### src/rtl/csr_pkg.sv
// csr_pkg: shared CSR indices, mstatus bit positions and sequencer state type
package csr_pkg;
  localparam logic [1:0] IDX_MCAUSE = 2'd0;
  localparam logic [1:0] IDX_MSTATUS = 2'd1;
  localparam logic [1:0] IDX_MEPC = 2'd2;
  localparam logic [1:0] IDX_MTVEC = 2'd3;
  localparam int MIE = 3;
  localparam int MPIE = 7;
  localparam int MPP_LO = 11;
  localparam int MPP_HI = 12;
  localparam logic [63:0] MSTATUS_RST_DEFAULT = 64'ha00001800;
  localparam logic [63:0] ECALL_CAUSE = 64'hb;
  typedef enum logic [2:0] {
    S_INIT, S_IDLE, S_T_EPC, S_T_CAUSE, S_T_STAT, S_T_VEC, S_M_STAT, S_M_EPC
  } state_t;
endpackage

### src/rtl/csr_trap_target.sv
// csr_trap_target: trap redirect PC from mtvec; vectored mode under CSR_TRAP_VECTORED_EN
module csr_trap_target #(
  parameter int DATA_WIDTH = 64
) (
  input  logic [DATA_WIDTH-1:0] mtvec,
  input  logic [DATA_WIDTH-1:0] cause,
  output logic [DATA_WIDTH-1:0] pc
);
`ifdef CSR_TRAP_VECTORED_EN
  assign pc = {mtvec[DATA_WIDTH-1:2], 2'b00} +
              ((mtvec[1:0] == 2'b01 && cause[DATA_WIDTH-1]) ? DATA_WIDTH'({cause[5:0], 2'b00}) : '0);
`else
  logic unused_bits;
  assign unused_bits = ^{cause, mtvec[1:0]};
  assign pc = {mtvec[DATA_WIDTH-1:2], 2'b00};
`endif
endmodule

### src/rtl/csr_trap_sequencer.sv
// csr_trap_sequencer: owns the CSR file port, sequences trap entry/mret, arbitrates EXU access (CSR_TRAP_VECTORED_EN selects vectored traps)
module csr_trap_sequencer import csr_pkg::*; #(
  parameter int ADDR_WIDTH = 2,
  parameter int DATA_WIDTH = 64,
  parameter logic [DATA_WIDTH-1:0] MSTATUS_RST = MSTATUS_RST_DEFAULT
) (
  input  logic                  clk,
  input  logic                  rst,
  input  logic                  trap_req,
  input  logic [DATA_WIDTH-1:0] trap_cause,
  input  logic [DATA_WIDTH-1:0] trap_pc,
  input  logic                  mret_req,
  output logic                  sys_ack,
  output logic                  busy,
  output logic                  redirect_vld,
  output logic [DATA_WIDTH-1:0] redirect_pc,
  input  logic                  inst_req,
  output logic                  inst_gnt,
  input  logic [ADDR_WIDTH-1:0] inst_raddr,
  output logic [DATA_WIDTH-1:0] inst_rdata,
  input  logic                  inst_wen,
  input  logic [ADDR_WIDTH-1:0] inst_waddr,
  input  logic [DATA_WIDTH-1:0] inst_wdata,
  output logic [ADDR_WIDTH-1:0] csrf_raddr,
  input  logic [DATA_WIDTH-1:0] csrf_rdata,
  output logic [ADDR_WIDTH-1:0] csrf_waddr,
  output logic [DATA_WIDTH-1:0] csrf_wdata,
  output logic                  csrf_wen
);
  state_t state, state_n;
  logic [DATA_WIDTH-1:0] pc_q, cause_q, trap_st, mret_st, target;
  logic idle;
  assign idle = state == S_IDLE;
  assign busy = !idle;
  // rst gates every port action so an in-flight sequence stops writing at once
  assign sys_ack = idle & ~rst & (trap_req | mret_req);
  assign inst_gnt = idle & ~rst & inst_req & ~trap_req & ~mret_req;
  assign inst_rdata = csrf_rdata;
  always_comb begin
    trap_st = csrf_rdata;
    trap_st[MPIE] = csrf_rdata[MIE];
    trap_st[MIE] = 1'b0;
    trap_st[MPP_HI:MPP_LO] = 2'b11;
    mret_st = csrf_rdata;
    mret_st[MIE] = csrf_rdata[MPIE];
    mret_st[MPIE] = 1'b1;
    mret_st[MPP_HI:MPP_LO] = 2'b11;
  end
  assign csrf_raddr = (state == S_T_STAT || state == S_M_STAT) ? ADDR_WIDTH'(IDX_MSTATUS) :
                      state == S_T_VEC ? ADDR_WIDTH'(IDX_MTVEC) :
                      state == S_M_EPC ? ADDR_WIDTH'(IDX_MEPC) : inst_raddr;
  assign csrf_wen = ~rst & ((state inside {S_INIT, S_T_EPC, S_T_CAUSE, S_T_STAT, S_M_STAT}) |
                            (inst_gnt & inst_wen));
  assign csrf_waddr = state == S_T_EPC ? ADDR_WIDTH'(IDX_MEPC) :
                      state == S_T_CAUSE ? ADDR_WIDTH'(IDX_MCAUSE) :
                      idle ? inst_waddr : ADDR_WIDTH'(IDX_MSTATUS);
  assign csrf_wdata = state == S_INIT ? MSTATUS_RST :
                      state == S_T_EPC ? pc_q :
                      state == S_T_CAUSE ? cause_q :
                      state == S_T_STAT ? trap_st :
                      state == S_M_STAT ? mret_st : inst_wdata;
  csr_trap_target #(.DATA_WIDTH(DATA_WIDTH)) u_target (
    .mtvec(csrf_rdata),
    .cause(cause_q),
    .pc   (target)
  );
  always_comb begin
    state_n = state;
    case (state)
      S_INIT:    state_n = S_IDLE;
      S_IDLE:    state_n = trap_req ? S_T_EPC : mret_req ? S_M_STAT : S_IDLE;
      S_T_EPC:   state_n = S_T_CAUSE;
      S_T_CAUSE: state_n = S_T_STAT;
      S_T_STAT:  state_n = S_T_VEC;
      S_M_STAT:  state_n = S_M_EPC;
      default:   state_n = S_IDLE;
    endcase
  end
  always_ff @(posedge clk) begin
    if (rst) begin
      state <= S_INIT;
      redirect_vld <= 1'b0;
      redirect_pc <= '0;
      pc_q <= '0;
      cause_q <= '0;
    end else begin
      state <= state_n;
      redirect_vld <= state == S_T_VEC || state == S_M_EPC;
      if (idle && trap_req) begin
        pc_q <= trap_pc;
        cause_q <= trap_cause;
      end
      if (state == S_T_VEC) redirect_pc <= target;
      else if (state == S_M_EPC) redirect_pc <= csrf_rdata;
    end
  end
endmodule

### config.mk
export PLATFORM = sky130hd
export DESIGN_NAME = csr_trap_sequencer
export DESIGN_NICKNAME = d
export VERILOG_FILES = /design/src/rtl/csr_pkg.sv /design/src/rtl/csr_trap_target.sv /design/src/rtl/csr_trap_sequencer.sv
export SDC_FILE = /design/constraint.sdc
export NUM_CORES = 1
export LEC_CHECK = 0
export ABC_AREA = 1
export BUFFER_PORTS_ARGS = -buffer_cell sky130_fd_sc_hd__buf_2
export CAP_MARGIN = 30
export CORE_AREA = 3 3 179 181
export CTS_CLUSTER_SIZE = 28
export DETAILED_ROUTE_END_ITERATION = 8
export DIE_AREA = 0 0 182 184
export GPL_TIMING_DRIVEN = 0
export HOLD_SLACK_MARGIN = 0.12
export PLACE_DENSITY_LB_ADDON = 0.1
export RECOVER_POWER = 100
export SLEW_MARGIN = 25
export SYNTH_ARGS = -nofsm -noshare
export SYNTH_HDL_FRONTEND = slang
export SYNTH_SLANG_ARGS = --single-unit
### constraint.sdc
create_clock -name clk -period 1.4 [get_ports clk]
set_input_delay 0.07 -clock clk [delete_from_list [all_inputs] [get_ports clk]]
set_output_delay 0.07 -clock clk [all_outputs]
set_load 0.005 [all_outputs]
==> run metrics <==
critical path's slowest cell dfxtp_2; FF+latch count, synth 196; CTS tree yes; VDD IR-drop max 0.0007390 V; critical register-to-register path endpoint pc_q[5]; Ports 467; Critical Path Most Common Cell buf_12; delay-heaviest family, CP buffers and inverters; cell taking the most area after synthesis dfxtp_1; fin cells 2544; grt peak-use layer met2; Antenna Nets Post-Route 0; min cycle time layout 1.978 ns; met3 usage 5.026%; Critical Path End csrf_wdata[63]; vias in the first global route 11830; Final Hold Fails 0; GRT met1 Usage 32.43%; H-Tree Depth 4; total track usage 25.59%; via count 12300; Place WS -0.7213 ns; WS Path Type flop to output pin; CP Capture Type output pin; Final Instance Area 17570 sq um; failing checks negative setup slack; share of Yosys cell area claimed by the top area cell type 41.03%; Power Internal 11160 uW; Synthesized Nets 1652; Final Util 57.43%; placed cells 2248; Hold Path Depth 5; Reg power frac 37.2%; crit path cell chain buf_12 > nor2_4 > buf_12 > o21ai_0 > a21oi_1 > buf_2; RD Place Congestion 0.8816; Initial Util 31.26%; worst-skew pair later-pin latency 0.44 ns; Final period util 141.3%; Cell Rows 64; drt total wl 47860 um; reg-to-reg setup timing slack -0.45 ns; Crit path required time 1.33 ns; Syn Inst Count 1386; clock skew after layout 0.01911 ns; Slowest Stage Delay on Critical Path 0.33 ns; setup violators final 263; maximum clock path buffer count 2; PwrDens 958.1 nW/um^2; Num CTS Buffers 17; initial antenna violation count 1; combinational fraction of design power 33.0%; Hold WC Path Type primary input to flop; Syn Std Cell Area 9563 sq um; Net Sw Frac 33.71%; Syn Area/Cell 6.900 sq um; post-synth cell types 22; DR vias/cell 4.833; Main synth FF type dfxtp_1; max_cap viols 0; die area 33490 sq um; total core area 30590 sq um; sequential share of the synthesized area 41.03%; worst relative slew slack 37.54%; outcome complete, but fails checks; critical-path maximum fanout 8; Pins Over Slew Limit 0; Area Growth Syn to Fin 83.70%; Leak Pwr 0.008197 uW; worst path buffer plus inverter count 3; DRT Pass-1 Iters 5; dominant cells by area after synthesis dfxtp_1, o21ai_0, nor2_1; layout cells sized above 1 41.35%; Die Wd 182 um; Worst Path Arrival 1.91 ns; first-pass GRT wire length 66930 um; First DRT Iteration DRCs 612; Setup crit start state[2]; grt ovf 0; worst hold margin 0.3052 ns; Synth top cells by count nor2_1, o21ai_0, dfxtp_1, a21oi_1, nand2_1; die height 184 um; maximum clock rate 0.5054 GHz; Slew @ Worst Pin 0.9369 ns; largest net degree at the start of global routing 20; Post-route DRC 0; routed len/inst 18.81 um; EDFF count, synth 0; Detail Placement HPWL 32580 um; clock power share 29.8%; total placed instance area 12390 sq um; # nets final 2398; Final WS setup -0.5785 ns; Async SR Flop Fraction 0%; Clk Tree Root Cell clkbuf_16; Filler Cell Count 2944; Synth Warn # 0; startpoint types flop; clock-pin slew on the worst setup and hold paths 0.07 ns; Crit path depth 6; Sink Count 196; grt met2 use 43.83%; RSZ-0062 raised after global routing true; worst r2r path cells 11; Buffers on Ports 466; R2R Path Start state[0]; top-count cell post-synth nor2_1; sw power 5674 uW
metal layers:
metal | part of all wire, % | wire [um]
met4 | 2.5 | 1210
met3 | 6.4 | 3080
met1 | 42 | 19870
met5 | 0 | 0
met2 | 50 | 23690
flip-flops by register name, indices dropped and copies added (netlist names):
signal	count
redirect_vld	1
cause_q	64
redirect_pc	64
pc_q	64
state	3
cell usage in the layout, fill, tap and decap left out, drive strengths merged:
cell / synthesis / routed
or2: 1 / 1
dfxtp: 196 / 196
nand3: 9 / 9
nand2: 151 / 153
o21ai: 315 / 315
dlygate4sd3: 0 / 195
a21oi: 180 / 180
a211oi: 1 / 1
diode: 0 / 3
nor2: 283 / 283
buf: 115 / 538
clkinv: 0 / 7
clkbuf: 56 / 182
inv: 76 / 82
o22ai: 1 / 1
nor3: 2 / 2
layout make-up:
cell class              instances  area, sq um  share of cell area [%]
clock buffers                  19        452.9                   2.578
repair buffers                729         5213                   29.67
well taps                     396        495.5                   2.821
plain buffers                 167         1690                   9.623
inverters                      76        327.8                   1.866
clock inverters                13        137.6                  0.7835
multi-input cells             945         5313                   30.24
flip-flops and latches        196         3930                   22.37
diodes                          3        7.507                 0.04274
worst min path at each step:
stage	endpoint	slack, ns	from
6_report	redirect_pc[0]	0.31	rst
5_1_grt	redirect_pc[0]	0.34	rst
4_1_cts	redirect_pc[0]	0.30	rst
3_5_place_dp	cause_q[53]	0.30	trap_cause[53]
3_3_place_gp	pc_q[3]	0.29	trap_pc[3]
2_1_floorplan	state[2]	0.14	rst
worst min-delay path: stages:
cell and delay (ns):
buf_2 0.12, inv_1 0.05, buf_2 0.23, o21ai_0 0.16, a21oi_1 0.05
repair_timing:
action,in CTS,in global routing
setup buffers,28,13
endpoints found under the hold margin,196,0
hold buffers,195,0
pin swaps,34,67
endpoints found under the setup margin,255,264
cloned,8,21
gates resized for setup,267,407
metrics by stage:
stage          setup TNS (ns)  power (uW)
2_1_floorplan               0        8225
3_3_place_gp           -57.48        9942
3_5_place_dp           -60.07        9957
4_1_cts                -83.95       16000
5_1_grt               -107.49       17620
6_report               -91.24       16830
power groups by stage:
stage / logic [uW] / registers [uW] / clock network, uW
2_1_floorplan: 1940 / 6290 / 0
3_3_place_gp: 3610 / 6330 / 0
3_5_place_dp: 3620 / 6340 / 0
4_1_cts: 4680 / 6220 / 5090
5_1_grt: 5990 / 6310 / 5320
6_report: 5560 / 6260 / 5010
cell families (layout without fill, tap and decap cells):
kind of cell / count (synthesis) / count (layout) / share of synthesized area [%]
flops: 196 / 196 / 41.03
other cells: 0 / 3 / 0
simple gates: 446 / 448 / 18.07
buf+inv: 247 / 1004 / 14.85
compound gates: 497 / 497 / 26.05
Note: power is estimated with default switching activity, not from simulation.
